**src/rtl/if_id_reg_pkg.sv**
```systemverilog
// Shared constants and payload type for the fetch/decode pipeline register.
//   XLEN / EXC_W   : datapath and exception-code widths
//   EXC_NONE/ADEL  : exception codes carried into decode
//   PC_RESET       : lowest legal fetch address, also the PC reset value
//   IM_TOP_ADDR    : highest legal word-aligned fetch address
//   NOP            : instruction encoding used for bubbles and faulted fetches
package if_id_reg_pkg;

  localparam int unsigned XLEN  = 32;
  localparam int unsigned EXC_W = 5;

  localparam logic [EXC_W-1:0] EXC_NONE = 5'd0;
  localparam logic [EXC_W-1:0] EXC_ADEL = 5'd4;

  localparam logic [XLEN-1:0] PC_RESET    = 32'h0000_3000;
  localparam logic [XLEN-1:0] IM_TOP_ADDR = 32'h0000_6FFC;
  localparam logic [XLEN-1:0] NOP         = 32'h0000_0000;

  // Everything the decode stage receives from this register.
  typedef struct packed {
    logic [XLEN-1:0]  instr;
    logic [XLEN-1:0]  pc;
    logic [XLEN-1:0]  pc8;
    logic [EXC_W-1:0] exc_code;
    logic             bd;
    logic             valid;
  } id_payload_t;

endpackage

```
**src/rtl/if_id_reg_if.sv**
```systemverilog
// Bundle between fetch/hazard logic and the IF/ID register.
//   master : drives fetch values, Br_D and Stall_D/Flush_D; observes D outputs
//   slave  : the register itself
interface if_id_reg_if;
  import if_id_reg_pkg::*;

  logic [XLEN-1:0]  Instr_F;
  logic [XLEN-1:0]  PC_F;
  logic [XLEN-1:0]  PC8_F;
  logic             Br_D;
  logic             Stall_D;
  logic             Flush_D;

  logic [XLEN-1:0]  Instr_D;
  logic [XLEN-1:0]  PC_D;
  logic [XLEN-1:0]  PC8_D;
  logic [EXC_W-1:0] ExcCode_D;
  logic             BD_D;
  logic             Valid_D;

  modport master (
    output Instr_F, PC_F, PC8_F, Br_D, Stall_D, Flush_D,
    input  Instr_D, PC_D, PC8_D, ExcCode_D, BD_D, Valid_D
  );

  modport slave (
    input  Instr_F, PC_F, PC8_F, Br_D, Stall_D, Flush_D,
    output Instr_D, PC_D, PC8_D, ExcCode_D, BD_D, Valid_D
  );

endinterface

```
**src/rtl/if_id_reg_fetch_exc_check.sv**
```systemverilog
// Combinational fetch-address check; flags AdEL for a misaligned PC or one
// outside [IM_BASE, IM_TOP]. Shared with the fetch-side exception unit.
//   PC_F   in  : current fetch PC
//   AdEL_F out : address error on instruction fetch
module fetch_exc_check
  import if_id_reg_pkg::*;
#(
  parameter logic [XLEN-1:0] IM_BASE = PC_RESET,
  parameter logic [XLEN-1:0] IM_TOP  = IM_TOP_ADDR
) (
  input  logic [XLEN-1:0] PC_F,
  output logic            AdEL_F
);

  always_comb begin
    AdEL_F = (PC_F[1:0] != 2'b00) || (PC_F < IM_BASE) || (PC_F > IM_TOP);
  end

endmodule

```
**src/rtl/if_id_reg.sv**
```systemverilog
// Fetch/decode pipeline register. Captures instruction, PC and PC+8 from
// fetch, tags AdEL and delay-slot status, and honours stall/flush.
//   Clk    in : clock, rising edge
//   Rst    in : synchronous active-high reset
//   id_bus    : slave side of if_id_reg_if (F-stage inputs, D-stage outputs)
// Priority on each edge: Rst > Flush_D > Stall_D > advance.
module if_id_reg
  import if_id_reg_pkg::*;
#(
  parameter logic [XLEN-1:0] IM_BASE = PC_RESET,
  parameter logic [XLEN-1:0] IM_TOP  = IM_TOP_ADDR
) (
  input  logic         Clk,
  input  logic         Rst,
  if_id_reg_if.slave   id_bus
);

  localparam id_payload_t RESET_VAL = '{
    instr:    NOP,
    pc:       IM_BASE,
    pc8:      XLEN'(IM_BASE + 32'd8),
    exc_code: EXC_NONE,
    bd:       1'b0,
    valid:    1'b0
  };

  logic        adel_f;
  id_payload_t state_q;
  id_payload_t state_d;

  fetch_exc_check #(
    .IM_BASE (IM_BASE),
    .IM_TOP  (IM_TOP)
  ) u_fetch_exc_check (
    .PC_F   (id_bus.PC_F),
    .AdEL_F (adel_f)
  );

  // Next-state selection; hold is the default so stall needs no branch.
  always_comb begin
    state_d = state_q;
    if (id_bus.Flush_D) begin
      // Bubble still carries the fetch PC so CP0 has a usable EPC candidate.
      state_d.instr    = NOP;
      state_d.pc       = id_bus.PC_F;
      state_d.pc8      = id_bus.PC8_F;
      state_d.exc_code = EXC_NONE;
      state_d.bd       = 1'b0;
      state_d.valid    = 1'b0;
    end else if (!id_bus.Stall_D) begin
      // Faulted fetch is forced to nop; Instr_F may be garbage in that case.
      state_d.instr    = adel_f ? NOP : id_bus.Instr_F;
      state_d.pc       = id_bus.PC_F;
      state_d.pc8      = id_bus.PC8_F;
      state_d.exc_code = adel_f ? EXC_ADEL : EXC_NONE;
      // Br_D describes the instruction leaving D, so the newcomer is its slot.
      state_d.bd       = id_bus.Br_D;
      state_d.valid    = 1'b1;
    end
  end

  // State register.
  always_ff @(posedge Clk) begin
    if (Rst) begin
      state_q <= RESET_VAL;
    end else begin
      state_q <= state_d;
    end
  end

  assign id_bus.Instr_D   = state_q.instr;
  assign id_bus.PC_D      = state_q.pc;
  assign id_bus.PC8_D     = state_q.pc8;
  assign id_bus.ExcCode_D = state_q.exc_code;
  assign id_bus.BD_D      = state_q.bd;
  assign id_bus.Valid_D   = state_q.valid;

endmodule

```
**src/flat_wrapper.sv**
```systemverilog
// flat-port wrapper written by rule: the top's interface ports become plain ports
module if_id_reg_flat import if_id_reg_pkg::*;
#(
  parameter logic [XLEN-1:0] IM_BASE = PC_RESET,
  parameter logic [XLEN-1:0] IM_TOP  = IM_TOP_ADDR
)
  (Clk, Rst, id_bus_Instr_F, id_bus_PC_F, id_bus_PC8_F, id_bus_Br_D, id_bus_Stall_D, id_bus_Flush_D, id_bus_Instr_D, id_bus_PC_D, id_bus_PC8_D, id_bus_ExcCode_D, id_bus_BD_D, id_bus_Valid_D);
  if_id_reg_if id_bus_i ();
  input  logic Clk;
  input  logic Rst;
  input wire logic [$bits(id_bus_i.Instr_F)-1:0] id_bus_Instr_F;
  input wire logic [$bits(id_bus_i.PC_F)-1:0] id_bus_PC_F;
  input wire logic [$bits(id_bus_i.PC8_F)-1:0] id_bus_PC8_F;
  input wire logic [$bits(id_bus_i.Br_D)-1:0] id_bus_Br_D;
  input wire logic [$bits(id_bus_i.Stall_D)-1:0] id_bus_Stall_D;
  input wire logic [$bits(id_bus_i.Flush_D)-1:0] id_bus_Flush_D;
  output wire logic [$bits(id_bus_i.Instr_D)-1:0] id_bus_Instr_D;
  output wire logic [$bits(id_bus_i.PC_D)-1:0] id_bus_PC_D;
  output wire logic [$bits(id_bus_i.PC8_D)-1:0] id_bus_PC8_D;
  output wire logic [$bits(id_bus_i.ExcCode_D)-1:0] id_bus_ExcCode_D;
  output wire logic [$bits(id_bus_i.BD_D)-1:0] id_bus_BD_D;
  output wire logic [$bits(id_bus_i.Valid_D)-1:0] id_bus_Valid_D;
  assign id_bus_i.Instr_F = id_bus_Instr_F;
  assign id_bus_i.PC_F = id_bus_PC_F;
  assign id_bus_i.PC8_F = id_bus_PC8_F;
  assign id_bus_i.Br_D = id_bus_Br_D;
  assign id_bus_i.Stall_D = id_bus_Stall_D;
  assign id_bus_i.Flush_D = id_bus_Flush_D;
  assign id_bus_Instr_D = id_bus_i.Instr_D;
  assign id_bus_PC_D = id_bus_i.PC_D;
  assign id_bus_PC8_D = id_bus_i.PC8_D;
  assign id_bus_ExcCode_D = id_bus_i.ExcCode_D;
  assign id_bus_BD_D = id_bus_i.BD_D;
  assign id_bus_Valid_D = id_bus_i.Valid_D;
  if_id_reg #(.IM_BASE(IM_BASE), .IM_TOP(IM_TOP)) u_core (.Clk(Clk), .Rst(Rst), .id_bus(id_bus_i));
endmodule
```
**config.mk**
```make
export PLATFORM = sky130hd
export DESIGN_NAME = if_id_reg_flat
export DESIGN_NICKNAME = d
export VERILOG_FILES = /design/src/rtl/if_id_reg_pkg.sv /design/src/rtl/if_id_reg_if.sv /design/src/rtl/if_id_reg_fetch_exc_check.sv /design/src/rtl/if_id_reg.sv /design/src/flat_wrapper.sv
export SDC_FILE = /design/constraint.sdc
export NUM_CORES = 1
export LEC_CHECK = 0
export ABC_AREA = 1
export CORE_MARGIN = 4
export CORE_UTILIZATION = 40
export CTS_CLUSTER_SIZE = 16
export DETAILED_ROUTE_END_ITERATION = 8
export GPL_TIMING_DRIVEN = 0
export HOLD_SLACK_MARGIN = 0.08
export PLACE_DENSITY = 0.81
export SLEW_MARGIN = 10
export SYNTH_ARGS = -nofsm -noshare
export SYNTH_HDL_FRONTEND = slang
export SYNTH_HIERARCHICAL = 1
export SYNTH_SLANG_ARGS = --single-unit
```
**constraint.sdc**
```tcl
create_clock -name Clk -period 1.56 [get_ports Clk]
set_clock_uncertainty 0.2 [all_clocks]
set_input_delay 0.312 -clock Clk [delete_from_list [all_inputs] [get_ports Clk]]
set_output_delay 0.312 -clock Clk [all_outputs]
set_load 0.01 [all_outputs]
```
## After elaboration in Yosys (flattened, before gate mapping)

Index checks and enable logic that the tools add are counted.

- Register bits: 103
- Bits of input ports: 101
- Output and inout bits: 103
- Logic and storage cells: 17

- $lt $le $gt $ge: 2
- Eq/ne operators: 1
- Multiplexer cells: 4
- Reduce and logical (&&, ||, !) cells: 4

Operators with widths:

| kind | number |
|---|---|
| $mux 71 | 2 |
| $gt 32x15->1 const B | 1 |
| $lt 32x14->1 const B | 1 |
| $mux 32 | 1 |
| $mux 3 | 1 |
| $logic_or 1x1->1 | 2 |
| $ne 2x1->1 const B | 1 |
| $reduce_bool 2->1 | 1 |
| $reduce_or 2->1 | 1 |

## Logic depth before layout (Yosys ltp)

Gate-level depths: netlist (run 1).

- Word-level depth: 6
- Mapped depth: 9
- Gate-level depth less buffers: 8

## By module

Netlist (run 1), hierarchy kept.

Modules (own cells, without submodules):

| module | times used | cells each | area an instance (um^2) | seq. area each (um^2) |
|---|---|---|---|---|
| if_id_reg | 1 | 559 | 3878.7 | 1981.9 |
| fetch_exc_check | 1 | 23 | 91.3 | 0.0 |

## Least setup slack after synthesis (run 1)

No wires, ideal clock.

- Path type: input-to-reg
- Start: in id_bus_PC_F[23]
- End: reg u_core.state_q (netlist bit u_core/id_bus.Instr_D[15])
- Library setup time: 70 ps
- Arrival: 1187 ps
- Data required time: 1290 ps
- Slack: 103 ps
- Stages: 8
- Path buffers: 1
- Path through: nor2_1 > nand2_1 > nor2_1 > nand3_1 > nor2_1 > buf_2 > nand2_1 > a21oi_1

- Cells in the longest elaborated chain, start to end: 4
- Elaborated cells between the ends (all ways): 5
- Classes of those cells: 2 x order compare; 1 x mux; 2 x reduce/logical

RTL lines:

| item | RTL line | source |
|---|---|---|
| from (decl) | flat_wrapper.sv:12 | `input wire logic [$bits(id_bus_i.PC_F)-1:0] id_bus_PC_F;` |
| $lt 32x14->1 | if_id_reg_fetch_exc_check.sv:16 | `AdEL_F = (PC_F[1:0] != 2'b00) \|\| (PC_F < IM_BASE) \|\| (PC_F > IM_TOP);` |
| $logic_or 1x1->1 | if_id_reg_fetch_exc_check.sv:16 |  |
| $logic_or 1x1->1 (*) | if_id_reg_fetch_exc_check.sv:16 |  |
| via u_core.adel_f | if_id_reg.sv:27 | `logic adel_f;` |
| $mux 32 (*) | if_id_reg.sv:52 | `state_d.instr = adel_f ? NOP : id_bus.Instr_F;` |
| to (signal assigned) | if_id_reg.sv:67 | `state_q <= state_d;` |
| to (decl) | if_id_reg.sv:28 | `id_payload_t state_q;` |

Mark *: on every way through the listed nets, which the timed path passes. The rest lies on a longest branch.
A chain may end at the register's enable or synchronous reset.

## Worst setup path in the final report (run 1)

- Start: in id_bus_PC_F[12]
- End: reg u_core.state_q (netlist bit u_core/id_bus.Instr_D[7])

Same word-level chain as after synthesis.

==> results of run 1 <==
metrics by stage:
stage	utilization	setup TNS [ns]	cells
4_1_cts	0.645	0	938
2_1_floorplan	-	0	585
3_3_place_gp	0.631	-48.09	917
5_1_grt	0.651	-1.09	941
6_report	0.651	-0.329	942
3_5_place_dp	0.631	-51.36	917
flip-flops by register name, indices dropped and copies added, names as in the netlist:
| register | count |
|---|---|
| u_core/id_bus.Instr_D | 32 |
| u_core/id_bus.ExcCode_D | 1 |
| u_core/id_bus.BD_D | 1 |
| u_core/id_bus.Valid_D | 1 |
| u_core/id_bus.PC8_D | 32 |
| u_core/id_bus.PC_D | 32 |
worst min-delay path: stages:
cell and delay, ns:
sky130_fd_sc_hd__dlygate4sd2_1 0.21, sky130_fd_sc_hd__nor2_1 0.05, sky130_fd_sc_hd__nor2_1 0.08
path summary, 6_finish.rpt:
path / startpoint / to / slack [ns] / depth (start not counted)
worst max-delay path: id_bus_PC_F[12] / u_core/id_bus.Instr_D[7] / -0.05 / 10
worst min register to register: u_core/id_bus.PC8_D[12] / u_core/id_bus.PC8_D[12] / 0.26 / 2
worst min-delay path: id_bus_PC_F[21] / u_core/id_bus.PC_D[21] / 0.13 / 3
worst max register to register: u_core/id_bus.PC_D[29] / u_core/id_bus.PC_D[29] / 0.68 / 4
metal layers:
metal  part of all wire  vias to the layer above  track usage
met4              0.021                        0       0.0884
met1               0.39                     1954        0.240
met5                  0                        -            0
li1                   -                     2198            -
met3              0.098                       22       0.0630
met2               0.49                      164        0.376
kinds of logic (layout without fill, tap and decap cells):
family                 after synthesis  in the layout  synth area share
AND/OR/NAND/NOR                    346            346             0.351
buffers and inverters              103            326             0.107
flip-flops                          99             99             0.499
AO/OA/AOI/OAI                       33             33            0.0416
other                                1              5          0.000945
cell type report:
cell class              count  area share
diodes                      1    0.000395
inverters                  64      0.0379
multi-input cells         383       0.252
well taps                 133      0.0263
flip-flops and latches     99       0.313
repair buffers            207       0.303
clock inverters             5      0.0122
clock buffers              11      0.0207
plain buffers              39      0.0355
power breakdown:
part	switching [mW]	leakage (nW)	internal (mW)
Clock	0.860	0.103	0.900
Sequential	0.0584	0.816	2.65
Combinational	0.453	2.17	0.473
repair_timing:
item                                    4_1_cts  5_1_grt
gates cloned                                  1        1
pin swaps                                    16        2
buffers inserted                              4        2
endpoints found under the setup margin      193       94
resized for setup                           135       29
cell usage in the layout (no fill, tap or decap), drive strengths merged:
cell             n
clkinvlp         1
clkinv           2
a21oi           33
dlygate4sd2    114
clkdlybuf4s15    8
nand2          143
conb             4
bufinv           2
nor2           136
clkbuf          26
clkdlybuf4s50   77
dfxtp           99
buf             32
diode            1
nand3           66
nor3             1
inv             64
==> summary by stage, run 1 <==
Clock network
The worst-skew pair later-pin latency is 0.36 ns. The maximum clock path buffer count is 2. The H-tree generated during clock tree synthesis spans 3 levels.

The number of buffers inserted for hold repair after clock tree synthesis is 0. The clock tree root buffer cell is sky130_fd_sc_hd__clkbuf_8. Clock-pin slew was measured on the worst setup and hold paths at approximately 0.090 ns. The CTS buffer count is 9. TritonCTS built the clock tree. Clock tree synthesis found a total of 99 sinks.

Cells and area
In the final layout, the multi-input gates occupy 1590 sq um. In the final layout, flip-flops and latches occupy 1980 sq um. The count of nets after finishing is between 900 and 1000.

The area growth from synthesis to layout is 59.6%. Of the cells placed in the final design, the portion with a size suffix greater than 1 is 0.0842. Once layout is done, the placed cells without fillers occupy ~6300 sq um.

The fill cell total of the finished layout is 920.

Worst setup path
For the worst setup path, the data required time is 1.64 ns. The cell type of the slowest stage on the worst timing path is sky130_fd_sc_hd__dlygate4sd2_1. Data on the critical path arrives at its endpoint at between 1.5 and 2 ns. The category of the worst setup path capture point is a flip-flop. The critical path buffer and inverter count is 3.

The largest incremental delay on the critical path is between 0.2 and 0.3 ns. Traced cell by cell, the critical path runs through dlygate4sd2_1, nand2_1, buf_4, nor2_1, nor2_2, nand3_2, nor2_4, buf_4, nand2_1, a21oi_1. The cell family contributing the most delay on the critical path is simple AND/OR/NAND/NOR gates. The kind of start point of the critical path is a primary input. The critical path in this run is classified as primary input to flip-flop. The maximum fanout along the worst path is 10.

Outcome
The checks that failed: negative setup slack. The run finished, with violations left.

Routing
Dividing the detail-routed via count by the number of cells gives 4.61. The first routing iteration left 171 violations. After detailed routing, the average wire length per cell comes to 13.4 um. Across all layers, the routed design uses 4338 vias. Once detail routing completed, the nets flagged for antenna violations numbered 0. The final wirelength is 12.6 mm. The post-route DRC violation count is 0. The detailed-router iteration count before antenna repair is 4.

Worst hold path
The worst hold path belongs to the class primary input to flip-flop.

Pwr
The worst-case IR drop observed on VDD is 587 uV. The power density of the placed cells is 851 nW/um^2. The leakage power is 3.09 nW. The sum of internal, switching and leakage power is 5.39 mW.

Placement
Port buffering added 199 buffers. Once detailed placement completed, the half-perimeter wirelength came to 9.66 mm. The area of placed instances is slightly above 6000 sq um. Timing analysis after detailed placement gives a worst setup slack of -0.784 ns.

Routability-driven placement finished with a final weighted congestion of approximately 0.85.

Synthesis
The most instantiated library cell after synthesis is sky130_fd_sc_hd__nand2_1. Counting instances in the post-synthesis netlist gives the leading cell types as sky130_fd_sc_hd__nand2_1, sky130_fd_sc_hd__nor2_1, sky130_fd_sc_hd__dfxtp_1, sky130_fd_sc_hd__nand3_1, sky130_fd_sc_hd__inv_1. Synthesis produced around 580 cells. After synthesis, the cell types taking the most area are sky130_fd_sc_hd__dfxtp_1, sky130_fd_sc_hd__nand2_1, sky130_fd_sc_hd__nor2_1. During synthesis, Yosys emitted a total of 6 warnings.

The share of the Yosys chip area taken by registers is 0.499. The cell area after technology mapping is 3970 sq um. The cell accounting for the most synthesized area is sky130_fd_sc_hd__dfxtp_1. In this run, synthesis inferred 0 flip-flops with an integrated enable. The per-instance average area after synthesis is 6.82 sq um. The fraction of post-synthesis cell area in the top cell type by area is 0.499. The synthesized netlist contains 15 unique library cells. The async set-or-reset flop fraction in the synthesized netlist is 0. Among all flip-flop cells after synthesis, the most frequent one is sky130_fd_sc_hd__dfxtp_1. After synthesis the netlist holds a flip-flop and latch count of 99.

Global route
Entering global routing, the biggest net connects 16 pins. The total global routing track utilization is 0.214. The via count of the first global-routing pass is 4240. The residual overflow from global routing is 0. The global-route wire length before repair is a little under 20 mm.

The number of antenna violations at the first check in global routing is 0.

Timing
In the finished design, the share of the clock period the worst path needs comes to 1.03. The final period demand of the worst path is 1.61 ns. The number of setup violations in the final report is 19. Based on the critical path, the design can be clocked at up to between 600 and 700 MHz.

The worst slack on hold paths is 0.131 ns. The number of hold violations in the final report came to 0. The number of max-slew violations in the final report is 0.

Setup repair after global routing could not meet its margin everywhere. The worst setup slack after layout is -0.0460 ns.

Floorplanning
Row generation in the floorplan step produced 36 rows. In this run the horizontal extent of the chip is 108 um. The die boundary height is 108 um. The floorplan core area is 9730 sq um. The die covers 11600 sq um. The effective utilization at floorplan is 0.408. Pin placement for this block handled 204 I/O pins.

Job
The number of maximum-capacitance violations is 0.
No activity file was read; power rests on OpenSTA's default activity.
==> inputs of run 2 (changes only) <==
--- a/config.mk
+++ b/config.mk
@@ -7,12 +7,13 @@
 export LEC_CHECK = 0
 export ABC_AREA = 1
 export CORE_MARGIN = 4
-export CORE_UTILIZATION = 40
+export CORE_UTILIZATION = 54
 export CTS_CLUSTER_SIZE = 16
 export DETAILED_ROUTE_END_ITERATION = 8
+export DONT_BUFFER_PORTS = 1
 export GPL_TIMING_DRIVEN = 0
 export HOLD_SLACK_MARGIN = 0.08
-export PLACE_DENSITY = 0.81
+export PLACE_DENSITY = 0.69
 export SLEW_MARGIN = 10
 export SYNTH_ARGS = -nofsm -noshare
 export SYNTH_HDL_FRONTEND = slang
==> run 2 against run 1 <==
  * The flow finishes with violations (negative hold slack)
  * Count of clock-buffer cells in the layout fell by 2
  * Core utilization rose by 11 points
  * Sequential power rose by 3%
  * Combinational power fell by 30%
  * Register-to-register slack got worse by 0.15 ns
  * Largest power group unchanged
  * Non-clock buffer count fell by 103
  * Via count fell by 7.4%
  * Wire length fell by 5.6%
  * Die area fell by 24%
  * Design area fell by 16%
==> summary by stage, run 2 (same netlist as run 1, synthesis figures left out) <==
Placement
The quantity of I/O buffers inserted on ports is 0 (-100%). The routability congestion estimate from global placement is 0.822 (-3.3%). The worst-case setup slack after placement came to -0.331 ns (+0.453 ns). The area of placed instances is 4100 sq um (-33%). The HPWL after detailed placement was 7.66 mm (-21%).

Pwr
The combinational share of power is 0.129 (-0.043). The power share of the sequential group is 0.553 (+0.051). The net switching power figure is 1.36 mW (-0.97%).

The switching power share of the total is 0.268 (+0.0137). The portion of total power attributed to the clock network is 0.319 (-0.007). The leakage power is 2.33 nW (-25%).

The power density of the placed cells was 949 nW/um^2 (+11%). The internal portion of total power is 3.71 mW (-7.7%). The peak supply drop came to 729 uV (+24%).

Routing
The detailed-route wire length per cell is 14.8 um (+11%). The remaining number of nets flagged by the antenna check after routing came to 0 (unchanged). The final wirelength came to 11.9 mm (-5.6%). The ratio of routed vias to standard cells was 5.02 (+9.0%). The post-route DRC violation count was 0 (unchanged).

The detailed-router iteration count before antenna repair came to 4 (unchanged). The first-iteration detailed-routing DRC count is 267 (+56%). The total number of vias is 4016 (-7.4%).

Outcome
The final reports fail on negative hold slack. The flow ran to the end, but the final reports show violations.

Worst setup path
The worst register-to-register path ends at u_core/id_bus.PC8_D[10]. The most critical setup path has its startpoint at id_bus_PC8_F[0]. The maximum fanout along the worst path is 1 (-9). The category of the worst setup path capture point is a flip-flop. The worst endpoint data arrival time is 1.58 ns (-0.11 ns). The logic depth of the worst register-to-register path is 4 (unchanged). The source of the worst register-to-register timing path is u_core/id_bus.PC8_D[10]. The worst reg-to-reg setup slack came to 0.53 ns (-0.15 ns). The worst setup path is launched from a primary input. The critical path in this run is classified as primary input to flip-flop.

The critical path endpoint is u_core/id_bus.PC8_D[0]. The data required time of the worst path is 1.62 ns (-0.02 ns).

Worst hold path
The worst hold path begins at id_bus_Stall_D. The worst hold path class is primary input to flip-flop.

Floorplanning
The horizontal die dimension came to 93.7 um (-13%). The floorplan core area is 6980 sq um (-28%). The area of the die was 8790 sq um (-24%). The die boundary height came to 93.7 um (-13%). The count of standard-cell rows was 30 (-17%).

The number of primary I/O pins came to 204 (unchanged). The effective utilization at floorplan is 0.569 (+0.161).

Cells and area
The count of nets after finishing was 801 (-11%). The share of final-layout standard cells stronger than drive strength 1 is 0.0653 (-0.0188). The library cell used most frequently in the layout, excluding fill and tap cells, is sky130_fd_sc_hd__nand2_1. The diode insertion count for antenna repair is 0 (-1). The multi-input combinational cell area was 1580 sq um (-0.86%).

The area growth from synthesis to layout is 34.6%. The combined flip-flop and latch cell area came to 1980 sq um (unchanged). The final core utilization is 0.765 (+0.114). The final design instance area without fill is 5340 sq um (-16%). The fill cell total of the finished layout came to 515 (-44%).

In the layout the commonest cells are sky130_fd_sc_hd__nand2_1, sky130_fd_sc_hd__nor2_1, sky130_fd_sc_hd__dlygate4sd3_1.

Timing
The number of max-slew violations in the final report came to 0 (unchanged). The post-route fraction of the period consumed by the critical path is 0.973 (-0.0569). The number of hold violations in the final report came to 3 (+3). The fmax is 659 MHz (+5.9%). The worst setup slack after layout is 0.0428 ns (+0.0888 ns).

Setup repair after global routing left no endpoint under its margin. The worst slack on hold paths is -0.0695 ns (-0.201 ns). The final period demand of the worst path came to 1.52 ns (-0.0888 ns). The number of setup violations in the final report is 0 (-19).

Clock network
The count of H-tree levels built during CTS is 3 (unchanged). The sink count of the clock tree is 99 (unchanged). The CTS buffer count is 9 (unchanged). The maximum clock path buffer count is 2 (unchanged). The cell sitting at the root of the clock tree is a sky130_fd_sc_hd__clkbuf_8. The worst-skew pair later-pin latency is 0.36 ns (about the same).

TritonCTS built the clock tree. The number of setup buffers added after CTS is 0 (-4). The number of buffers inserted for hold repair after clock tree synthesis is 104 (+104).

The register clock-pin slew on the reported worst setup and hold paths is 0.09 ns (about the same).

Global route
The residual overflow from global routing came to 0 (unchanged). The total global routing track utilization was 0.264 (+0.0504). The number of antenna violations at the first check in global routing was 0 (unchanged). The global-route wire length before repair is 18.6 mm (-5.4%). The largest net degree at the start of global routing is 17 (+1).

The via count of the first global-routing pass is 3972 (-6.3%).

Job
The number of maximum-capacitance violations came to 0 (unchanged).
run 2: power groups by stage:
| stage | registers [mW] | logic [mW] | clock network [mW] |
|---|---|---|---|
| floorplan | 2.83 | 0.346 | 0 |
| global placement | 2.86 | 0.408 | 0 |
| detailed placement | 2.86 | 0.419 | 0 |
| CTS | 2.80 | 0.637 | 1.64 |
| global route | 2.82 | 0.732 | 1.73 |
| finish | 2.80 | 0.652 | 1.62 |
run 2: worst min path at each step:
stage | to | slack, ns | cells after the start
after floorplan | u_core/id_bus.PC8_D[12] | 0.24 | 2
after global placement | u_core/id_bus.PC8_D[13] | 0.24 | 2
after detailed placement | u_core/id_bus.PC_D[12] | 0.24 | 2
after CTS | u_core/id_bus.Instr_D[24] | -0.006 | 3
after global routing | u_core/id_bus.Instr_D[25] | -0.07 | 3
final | u_core/id_bus.Instr_D[24] | -0.07 | 3
run 2: worst max-delay path: stages:
cell                            delay (ns)
sky130_fd_sc_hd__dlygate4sd3_1        0.55
sky130_fd_sc_hd__nor2_1               0.11
sky130_fd_sc_hd__dlygate4sd3_1        0.56
sky130_fd_sc_hd__nor2_1               0.05
run 2: through the flow:
stage	setup TNS [ns]	total power, mW	instances	hold slack, ns
finish	0	5.07	800	-0.0695
global route	0	5.28	800	-0.0683
CTS	0	5.08	800	-0.00603
detailed placement	-8.29	3.28	681	0.245
global placement	-7.99	3.27	681	0.242
floorplan	0	3.17	585	0.238
run 2: timing repair:
action / in CTS / in global routing
setup endpoints to repair: 0 / 30
resized for setup: 0 / 6
endpoints found under the hold margin: 99 / 3
run 2: routing by layer:
metal / vias up / track usage / part of all wire
li1: 1986 / - / -
met1: 1798 / 0.292 / 0.37
met2: 195 / 0.454 / 0.49
met3: 37 / 0.0857 / 0.11
met4: 0 / 0.129 / 0.033
met5: - / 0 / 0
run 2: layout make-up:
type	instances	share of cell area
flip-flops and latches	99	0.371
clock buffers	9	0.0232
clock inverters	6	0.0126
plain buffers	39	0.0354
inverters	64	0.0450
repair buffers	104	0.195
well taps	96	0.0225
multi-input cells	383	0.296
